$ cat src/rtl/reg_wb_sched_if.sv
// Write-back scheduler bundle: issue check, ALU/LSU write-back, RF write port.
// Optional byp1/byp2 exist only under REG_WB_SCHED_BYPASS_EN.
interface reg_wb_sched_if #(
   parameter int NREG = 32,
   parameter int AW   = 5,
   parameter int DW   = 32
);
   logic            iss_valid;
   logic [AW-1:0]   iss_rs1;
   logic [AW-1:0]   iss_rs2;
   logic [AW-1:0]   iss_rd;
   logic            iss_ready;
   logic            alu_valid;
   logic [AW-1:0]   alu_wa;
   logic [DW-1:0]   alu_wd;
   logic            alu_ready;
   logic            lsu_valid;
   logic [AW-1:0]   lsu_wa;
   logic [DW-1:0]   lsu_wd;
   logic            lsu_ready;
   logic            rf_we;
   logic [AW-1:0]   rf_wa;
   logic [DW-1:0]   rf_wd;
   logic [NREG-1:0] busy;
   logic            wb_err;
`ifdef REG_WB_SCHED_BYPASS_EN
   logic            byp1;
   logic            byp2;
`endif

   modport slave (
`ifdef REG_WB_SCHED_BYPASS_EN
      output byp1, byp2,
`endif
      input  iss_valid, iss_rs1, iss_rs2, iss_rd,
      output iss_ready,
      input  alu_valid, alu_wa, alu_wd,
      output alu_ready,
      input  lsu_valid, lsu_wa, lsu_wd,
      output lsu_ready,
      output rf_we, rf_wa, rf_wd, busy, wb_err
   );

   modport master (
`ifdef REG_WB_SCHED_BYPASS_EN
      input  byp1, byp2,
`endif
      output iss_valid, iss_rs1, iss_rs2, iss_rd,
      input  iss_ready,
      output alu_valid, alu_wa, alu_wd,
      input  alu_ready,
      output lsu_valid, lsu_wa, lsu_wd,
      input  lsu_ready,
      input  rf_we, rf_wa, rf_wd, busy, wb_err
   );
endinterface

$ cat src/rtl/reg_wb_sched.sv
// Write-back arbiter (ALU/LSU round-robin) and register hazard scoreboard.
// REG_WB_SCHED_BYPASS_EN adds byp1/byp2 and relaxes rs hazards on bypass.
module reg_wb_sched #(
   parameter int NREG = 32,
   parameter int AW   = 5,
   parameter int DW   = 32
) (
   input logic            clk,
   input logic            rst,
   reg_wb_sched_if.slave  bus
);

   logic [NREG-1:0] busy_q, busy_d;
   logic            rf_we_q, rf_we_d;
   logic [AW-1:0]   rf_wa_q, rf_wa_d;
   logic [DW-1:0]   rf_wd_q, rf_wd_d;
   logic            err_q, err_d;
   logic            last_lsu_q, last_lsu_d;

   logic            hz_rs1, hz_rs2, hz_rd;
   logic            hazard, iss_acc;
   logic            gnt_alu, gnt_lsu, gnt;
   logic [AW-1:0]   g_wa;
   logic [DW-1:0]   g_wd;

`ifdef REG_WB_SCHED_BYPASS_EN
   logic byp1, byp2;

   // Data committing this cycle can feed a source operand directly.
   assign byp1 = rf_we_q & (rf_wa_q == bus.iss_rs1)
               & (bus.iss_rs1 != '0);
   assign byp2 = rf_we_q & (rf_wa_q == bus.iss_rs2)
               & (bus.iss_rs2 != '0);
   assign bus.byp1 = byp1;
   assign bus.byp2 = byp2;
   assign hz_rs1 = busy_q[bus.iss_rs1] & ~byp1;
   assign hz_rs2 = busy_q[bus.iss_rs2] & ~byp2;
`else
   assign hz_rs1 = busy_q[bus.iss_rs1];
   assign hz_rs2 = busy_q[bus.iss_rs2];
`endif

   assign hz_rd  = busy_q[bus.iss_rd];
   assign hazard = hz_rs1 | hz_rs2 | hz_rd;
   assign iss_acc = bus.iss_valid & ~hazard;

   // On conflict the source that did not win last time is granted.
   assign gnt_alu = bus.alu_valid & (~bus.lsu_valid | last_lsu_q);
   assign gnt_lsu = bus.lsu_valid & (~bus.alu_valid | ~last_lsu_q);
   assign gnt     = gnt_alu | gnt_lsu;
   assign g_wa    = gnt_alu ? bus.alu_wa : bus.lsu_wa;
   assign g_wd    = gnt_alu ? bus.alu_wd : bus.lsu_wd;

   always_comb begin
      busy_d = busy_q;
      if (rf_we_q) busy_d[rf_wa_q] = 1'b0;
      if (iss_acc && bus.iss_rd != '0) busy_d[bus.iss_rd] = 1'b1;
      busy_d[0] = 1'b0;
   end

   always_comb begin
      rf_we_d    = gnt & (g_wa != '0);
      rf_wa_d    = rf_we_d ? g_wa : rf_wa_q;
      rf_wd_d    = rf_we_d ? g_wd : rf_wd_q;
      err_d      = err_q | (rf_we_d & ~busy_q[g_wa]);
      last_lsu_d = gnt ? gnt_lsu : last_lsu_q;
   end

   always_ff @(posedge clk or negedge rst) begin
      if (!rst) begin
         busy_q     <= '0;
         rf_we_q    <= 1'b0;
         rf_wa_q    <= '0;
         rf_wd_q    <= '0;
         err_q      <= 1'b0;
         last_lsu_q <= 1'b1;
      end else begin
         busy_q     <= busy_d;
         rf_we_q    <= rf_we_d;
         rf_wa_q    <= rf_wa_d;
         rf_wd_q    <= rf_wd_d;
         err_q      <= err_d;
         last_lsu_q <= last_lsu_d;
      end
   end

   assign bus.iss_ready = ~hazard;
   assign bus.alu_ready = gnt_alu;
   assign bus.lsu_ready = gnt_lsu;
   assign bus.rf_we     = rf_we_q;
   assign bus.rf_wa     = rf_wa_q;
   assign bus.rf_wd     = rf_wd_q;
   assign bus.busy      = busy_q;
   assign bus.wb_err    = err_q;

endmodule

$ cat src/flat_wrapper.sv
// flat-port wrapper written by rule: the top's interface ports become plain ports
module reg_wb_sched_flat 
#(
   parameter int NREG = 32,
   parameter int AW   = 5,
   parameter int DW   = 32
)
  (clk, rst, bus_iss_valid, bus_iss_rs1, bus_iss_rs2, bus_iss_rd, bus_iss_ready, bus_alu_valid, bus_alu_wa, bus_alu_wd, bus_alu_ready, bus_lsu_valid, bus_lsu_wa, bus_lsu_wd, bus_lsu_ready, bus_rf_we, bus_rf_wa, bus_rf_wd, bus_busy, bus_wb_err);
  reg_wb_sched_if #(.NREG(NREG), .AW(AW), .DW(DW)) bus_i ();
  input logic clk;
  input logic rst;
  input wire logic [$bits(bus_i.iss_valid)-1:0] bus_iss_valid;
  input wire logic [$bits(bus_i.iss_rs1)-1:0] bus_iss_rs1;
  input wire logic [$bits(bus_i.iss_rs2)-1:0] bus_iss_rs2;
  input wire logic [$bits(bus_i.iss_rd)-1:0] bus_iss_rd;
  output wire logic [$bits(bus_i.iss_ready)-1:0] bus_iss_ready;
  input wire logic [$bits(bus_i.alu_valid)-1:0] bus_alu_valid;
  input wire logic [$bits(bus_i.alu_wa)-1:0] bus_alu_wa;
  input wire logic [$bits(bus_i.alu_wd)-1:0] bus_alu_wd;
  output wire logic [$bits(bus_i.alu_ready)-1:0] bus_alu_ready;
  input wire logic [$bits(bus_i.lsu_valid)-1:0] bus_lsu_valid;
  input wire logic [$bits(bus_i.lsu_wa)-1:0] bus_lsu_wa;
  input wire logic [$bits(bus_i.lsu_wd)-1:0] bus_lsu_wd;
  output wire logic [$bits(bus_i.lsu_ready)-1:0] bus_lsu_ready;
  output wire logic [$bits(bus_i.rf_we)-1:0] bus_rf_we;
  output wire logic [$bits(bus_i.rf_wa)-1:0] bus_rf_wa;
  output wire logic [$bits(bus_i.rf_wd)-1:0] bus_rf_wd;
  output wire logic [$bits(bus_i.busy)-1:0] bus_busy;
  output wire logic [$bits(bus_i.wb_err)-1:0] bus_wb_err;
  assign bus_i.iss_valid = bus_iss_valid;
  assign bus_i.iss_rs1 = bus_iss_rs1;
  assign bus_i.iss_rs2 = bus_iss_rs2;
  assign bus_i.iss_rd = bus_iss_rd;
  assign bus_iss_ready = bus_i.iss_ready;
  assign bus_i.alu_valid = bus_alu_valid;
  assign bus_i.alu_wa = bus_alu_wa;
  assign bus_i.alu_wd = bus_alu_wd;
  assign bus_alu_ready = bus_i.alu_ready;
  assign bus_i.lsu_valid = bus_lsu_valid;
  assign bus_i.lsu_wa = bus_lsu_wa;
  assign bus_i.lsu_wd = bus_lsu_wd;
  assign bus_lsu_ready = bus_i.lsu_ready;
  assign bus_rf_we = bus_i.rf_we;
  assign bus_rf_wa = bus_i.rf_wa;
  assign bus_rf_wd = bus_i.rf_wd;
  assign bus_busy = bus_i.busy;
  assign bus_wb_err = bus_i.wb_err;
  reg_wb_sched #(.NREG(NREG), .AW(AW), .DW(DW)) u_core (.clk(clk), .rst(rst), .bus(bus_i));
endmodule
$ cat config.mk
export PLATFORM = sky130hd
export DESIGN_NAME = reg_wb_sched_flat
export DESIGN_NICKNAME = d
export VERILOG_FILES = /design/src/rtl/reg_wb_sched_if.sv /design/src/rtl/reg_wb_sched.sv /design/src/flat_wrapper.sv
export SDC_FILE = /design/constraint.sdc
export NUM_CORES = 1
export LEC_CHECK = 0
export CORE_MARGIN = 4
export CORE_UTILIZATION = 46
export DETAILED_ROUTE_END_ITERATION = 10
export GPL_TIMING_DRIVEN = 0
export PLACE_DENSITY = 0.79
export RECOVER_POWER = 100
export SYNTH_ARGS = -nofsm -noshare
export SYNTH_HDL_FRONTEND = slang
export SYNTH_SLANG_ARGS = --single-unit
$ cat constraint.sdc
create_clock -name clk -period 2.84 [get_ports clk]
set_input_delay 0.426 -clock clk [delete_from_list [all_inputs] [get_ports clk]]
set_output_delay 0.426 -clock clk [all_outputs]
set_load 0.03 [all_outputs]
==> impl_results.html <==
<table>
<tr><th>Metric</th><th>Value</th></tr>
<tr><th colspan="2">Run status</th></tr>
<tr><td>Status</td><td>finished, violations left</td></tr>
<tr><td>Violated checks</td><td>max-capacitance violations, max-slew violations</td></tr>
<tr><th colspan="2">Layout</th></tr>
<tr><td>Fraction of final layout cells with drive strength greater than 1</td><td>0.149</td></tr>
<tr><td>Fill cells</td><td>822</td></tr>
<tr><td>Finished Core Util</td><td>0.680</td></tr>
<tr><td>Post-route non-filler standard cell count</td><td>770</td></tr>
<tr><td>Total area of multi-input combinational cells</td><td>0.00271 mm^2</td></tr>
<tr><td>Layout Area Growth over Synthesis</td><td>43.9%</td></tr>
<tr><td>Diode insertion count for antenna repair</td><td>0</td></tr>
<tr><td>Net count reported at finish</td><td>728</td></tr>
<tr><td>Area occupied by registers</td><td>0.00179 mm^2</td></tr>
<tr><th colspan="2">Yosys</th></tr>
<tr><td>Top area cells in the synthesized netlist</td><td>dfrtp_1, mux2i_1, mux4_2, o21ai_0, nand2_1</td></tr>
<tr><td>Synthesis Warnings</td><td>0</td></tr>
<tr><td>Post-synth net total</td><td>557</td></tr>
<tr><td>Async SR Flop Fraction</td><td>1.00</td></tr>
<tr><td>Mean Syn Cell Area</td><td>10.0 um^2</td></tr>
<tr><td>Most used flip-flop cell after synthesis</td><td>dfrtp_1</td></tr>
<tr><td>Count of different cell masters after synthesis</td><td>59</td></tr>
<tr><td>Proportion of synthesized chip area in sequential cells</td><td>0.383</td></tr>
<tr><td>Commonest cells in the synthesized netlist</td><td>dfrtp_1, o21ai_0, mux2i_1</td></tr>
<tr><td>Post-synthesis register bit count</td><td>71</td></tr>
<tr><td>EDFF count, synth</td><td>0</td></tr>
<tr><td>Largest area contributor in the netlist</td><td>dfrtp_1</td></tr>
<tr><td>Post-Synthesis Cell Area</td><td>0.00464 mm^2</td></tr>
<tr><td>Top cell type's share of synthesized area</td><td>0.377</td></tr>
<tr><td>Cell count after synthesis</td><td>463</td></tr>
<tr><th colspan="2">GRT</th></tr>
<tr><td>Maximum number of pins on one net before global-route repair</td><td>72</td></tr>
<tr><td>Wire length of the first global-routing pass</td><td>25500 um</td></tr>
<tr><td>Total grt overflow</td><td>0</td></tr>
<tr><td>Total track usage</td><td>0.284</td></tr>
<tr><td>Vias in the first global route</td><td>4820</td></tr>
<tr><td>Initial antenna violation count</td><td>0</td></tr>
<tr><th colspan="2">Floorplanning</th></tr>
<tr><td>Die height</td><td>108 um</td></tr>
<tr><td>Placement Rows</td><td>36</td></tr>
<tr><td>IO Pins</td><td>168</td></tr>
<tr><td>DIE AREA</td><td>0.0118 mm^2</td></tr>
<tr><td>Area of the core region</td><td>0.00982 mm^2</td></tr>
<tr><td>Starting utilization of the core area</td><td>0.473</td></tr>
<tr><td>X dimension of the die</td><td>108 um</td></tr>
<tr><th colspan="2">Setup path</th></tr>
<tr><td>Arrival @ worst endpoint</td><td>2370 ps</td></tr>
<tr><td>Worst Path Class, Setup</td><td>flip-flop to output port</td></tr>
<tr><td>Worst-path fanout max</td><td>7</td></tr>
<tr><td>Category of the worst setup path capture point</td><td>output port</td></tr>
<tr><td>Data required time of the critical path</td><td>2410 ps</td></tr>
<tr><td>Nature of the critical path startpoint</td><td>flip-flop</td></tr>
<tr><th colspan="2">Detailed routing</th></tr>
<tr><td>Detailed Route WL</td><td>16800 um</td></tr>
<tr><td>Pre-antenna DRT Iters</td><td>5</td></tr>
<tr><td>Via count of the routed design</td><td>4779</td></tr>
<tr><td>Antenna-violating nets left</td><td>0</td></tr>
<tr><td>Average vias per placed instance</td><td>6.21</td></tr>
<tr><td>DR WL/cell</td><td>21.8 um</td></tr>
<tr><td>Drt drc</td><td>0</td></tr>
<tr><td>Initial DRC count</td><td>323</td></tr>
<tr><th colspan="2">STA</th></tr>
<tr><td>Total negative slack for setup checks</td><td>0 ps</td></tr>
<tr><td>Count of endpoints failing hold in the final timing report</td><td>0</td></tr>
<tr><td>F_max</td><td>0.358 GHz</td></tr>
<tr><td>Slew Limit Headroom</td><td>-0.207</td></tr>
<tr><td>Slew @ Worst Pin</td><td>1810 ps</td></tr>
<tr><td>Finish-stage setup viols</td><td>0</td></tr>
<tr><td>Count of pins over their slew limit</td><td>72</td></tr>
<tr><td>Period utilisation layout</td><td>0.984</td></tr>
<tr><td>Setup skew after layout</td><td>7.28 ps</td></tr>
<tr><td>Clock period minus worst slack</td><td>2800 ps</td></tr>
<tr><th colspan="2">Placed design</th></tr>
<tr><td>DP HPWL</td><td>12300 um</td></tr>
<tr><td>Routability Congestion</td><td>0.928</td></tr>
<tr><td>Placed insts</td><td>751</td></tr>
<tr><td>Count of input and output buffers</td><td>155</td></tr>
<tr><th colspan="2">Power and ir drop</th></tr>
<tr><td>Worst vdd rail ir drop</td><td>0.401 mV</td></tr>
<tr><td>Cell leakage power</td><td>2.77 nW</td></tr>
<tr><td>Power per Cell Area</td><td>812 mW/mm^2</td></tr>
<tr><th colspan="2">Min path</th></tr>
<tr><td>Worst hold path class</td><td>flip-flop to flip-flop</td></tr>
<tr><th colspan="2">Clocking</th></tr>
<tr><td>Source-to-sink clock delay at the later pin of the worst-skew pair</td><td>340 ps</td></tr>
<tr><td># clock sinks</td><td>71</td></tr>
<tr><td>Level count of the clock H-tree</td><td>3</td></tr>
<tr><td>Cts bufs inserted</td><td>9</td></tr>
<tr><td>Root buffer cell</td><td>clkbuf_8</td></tr>
<tr><td>TritonCTS clock tree</td><td>done</td></tr>
<tr><td>Clock Path Buffers</td><td>2</td></tr>
<tr><td>CTS clk-pin slew, worst paths</td><td>70 ps</td></tr>
<tr><th colspan="2">Flow run</th></tr>
<tr><td>Number of max-cap violations</td><td>1</td></tr>
</table>
## flip-flops by register name, summed over array words and instances (netlist names)
register,flops
u_core.last_lsu_q,1
u_core.bus.rf_wd,32
u_core.bus.busy,31
u_core.bus.rf_we,1
u_core.bus.wb_err,1
u_core.bus.rf_wa,5
## report_power, final
part	switching, mW	internal, mW
registers	0.681	1.32
clock network	0.368	0.484
logic	1.41	1.16
## path summary, 6_finish.rpt
check | slack (ps) | cells past startpoint | start | to
min in group asynchronous | 550 | 1 | rst | u_core.bus.rf_wd[16]
max reg2reg | 140 | 8 | u_core.last_lsu_q | u_core.bus.rf_wd[30]
min | 480 | 2 | u_core.bus.rf_wd[1] | u_core.bus.rf_wd[1]
min reg2reg | 480 | 2 | u_core.bus.rf_wd[1] | u_core.bus.rf_wd[1]
max in group asynchronous | 1070 | 1 | rst | u_core.bus.busy[3]
max | 40 | 6 | u_core.bus.busy[15] | bus_iss_ready
## worst max-delay path, stage by stage (launching register included)
cell and delay [ps]:
dfrtp_2 480, mux4_2 500, mux2i_1 160, nor3_1 90, a2111oi_4 410, and3_2 230, buf_4 160
## layout make-up
class / instances / area share
clock inverter: 4 / 0.0109
inverter: 14 / 0.00787
timing repair buffer: 160 / 0.237
multi-input combinational: 345 / 0.406
buffer: 33 / 0.0253
tap: 133 / 0.0249
sequential: 71 / 0.268
clock buffer: 10 / 0.0191
## logic make-up (layout without fill, tap and decap cells)
| kind of cell | count (synthesis) | count (layout) | share of synthesized area |
|---|---|---|---|
| AOI/OAI and AO/OA | 148 | 148 | 0.191 |
| and+or+nand+nor | 114 | 114 | 0.143 |
| muxes | 82 | 82 | 0.240 |
| DFF | 71 | 71 | 0.383 |
| buffers and inverters | 47 | 221 | 0.0423 |
| other | 1 | 1 | 0.000808 |
## stage by stage
step	setup slack, ps	total power [mW]	cell area (um^2)	hold slack, ps
finish	44.5	5.42	6680	476
global route	-1.99	5.64	6680	501
CTS	5.66	5.46	6650	238
detailed placement	-1190	4.55	6360	472
global placement	-1140	4.46	6360	461
floorplan	221	3.24	4640	130
## repair_timing
item	CTS	global route
pin swaps	3	2
endpoints found under the setup margin	32	39
setup buffers	5	0
resized for setup	31	16
hold buffers	0	0
## layout by cell type, fill, tap and decap left out, drive strengths merged, types with 6 or more instances in the layout
cell / synthesis / final
mux2i: 51 / 51
a21oi: 6 / 6
nand3: 8 / 8
dfrtp: 70 / 70
nand2: 47 / 47
nand3b: 10 / 10
clkdlybuf4s50: 0 / 78
buf: 14 / 20
clkbuf: 19 / 30
mux4: 21 / 21
inv: 14 / 14
dlygate4sd3: 0 / 70
mux2: 10 / 10
o21ai: 101 / 101
nor2b: 6 / 6
nor2: 7 / 7
## metal layers
metal,GRT usage,routed length (um),up-vias
met1,0.352,6210,2237
li1,-,-,2094
met4,0.141,730,0
met3,0.0770,2210,73
met2,0.459,7670,375
met5,0,0,-
(Power assumes the default switching activity.)
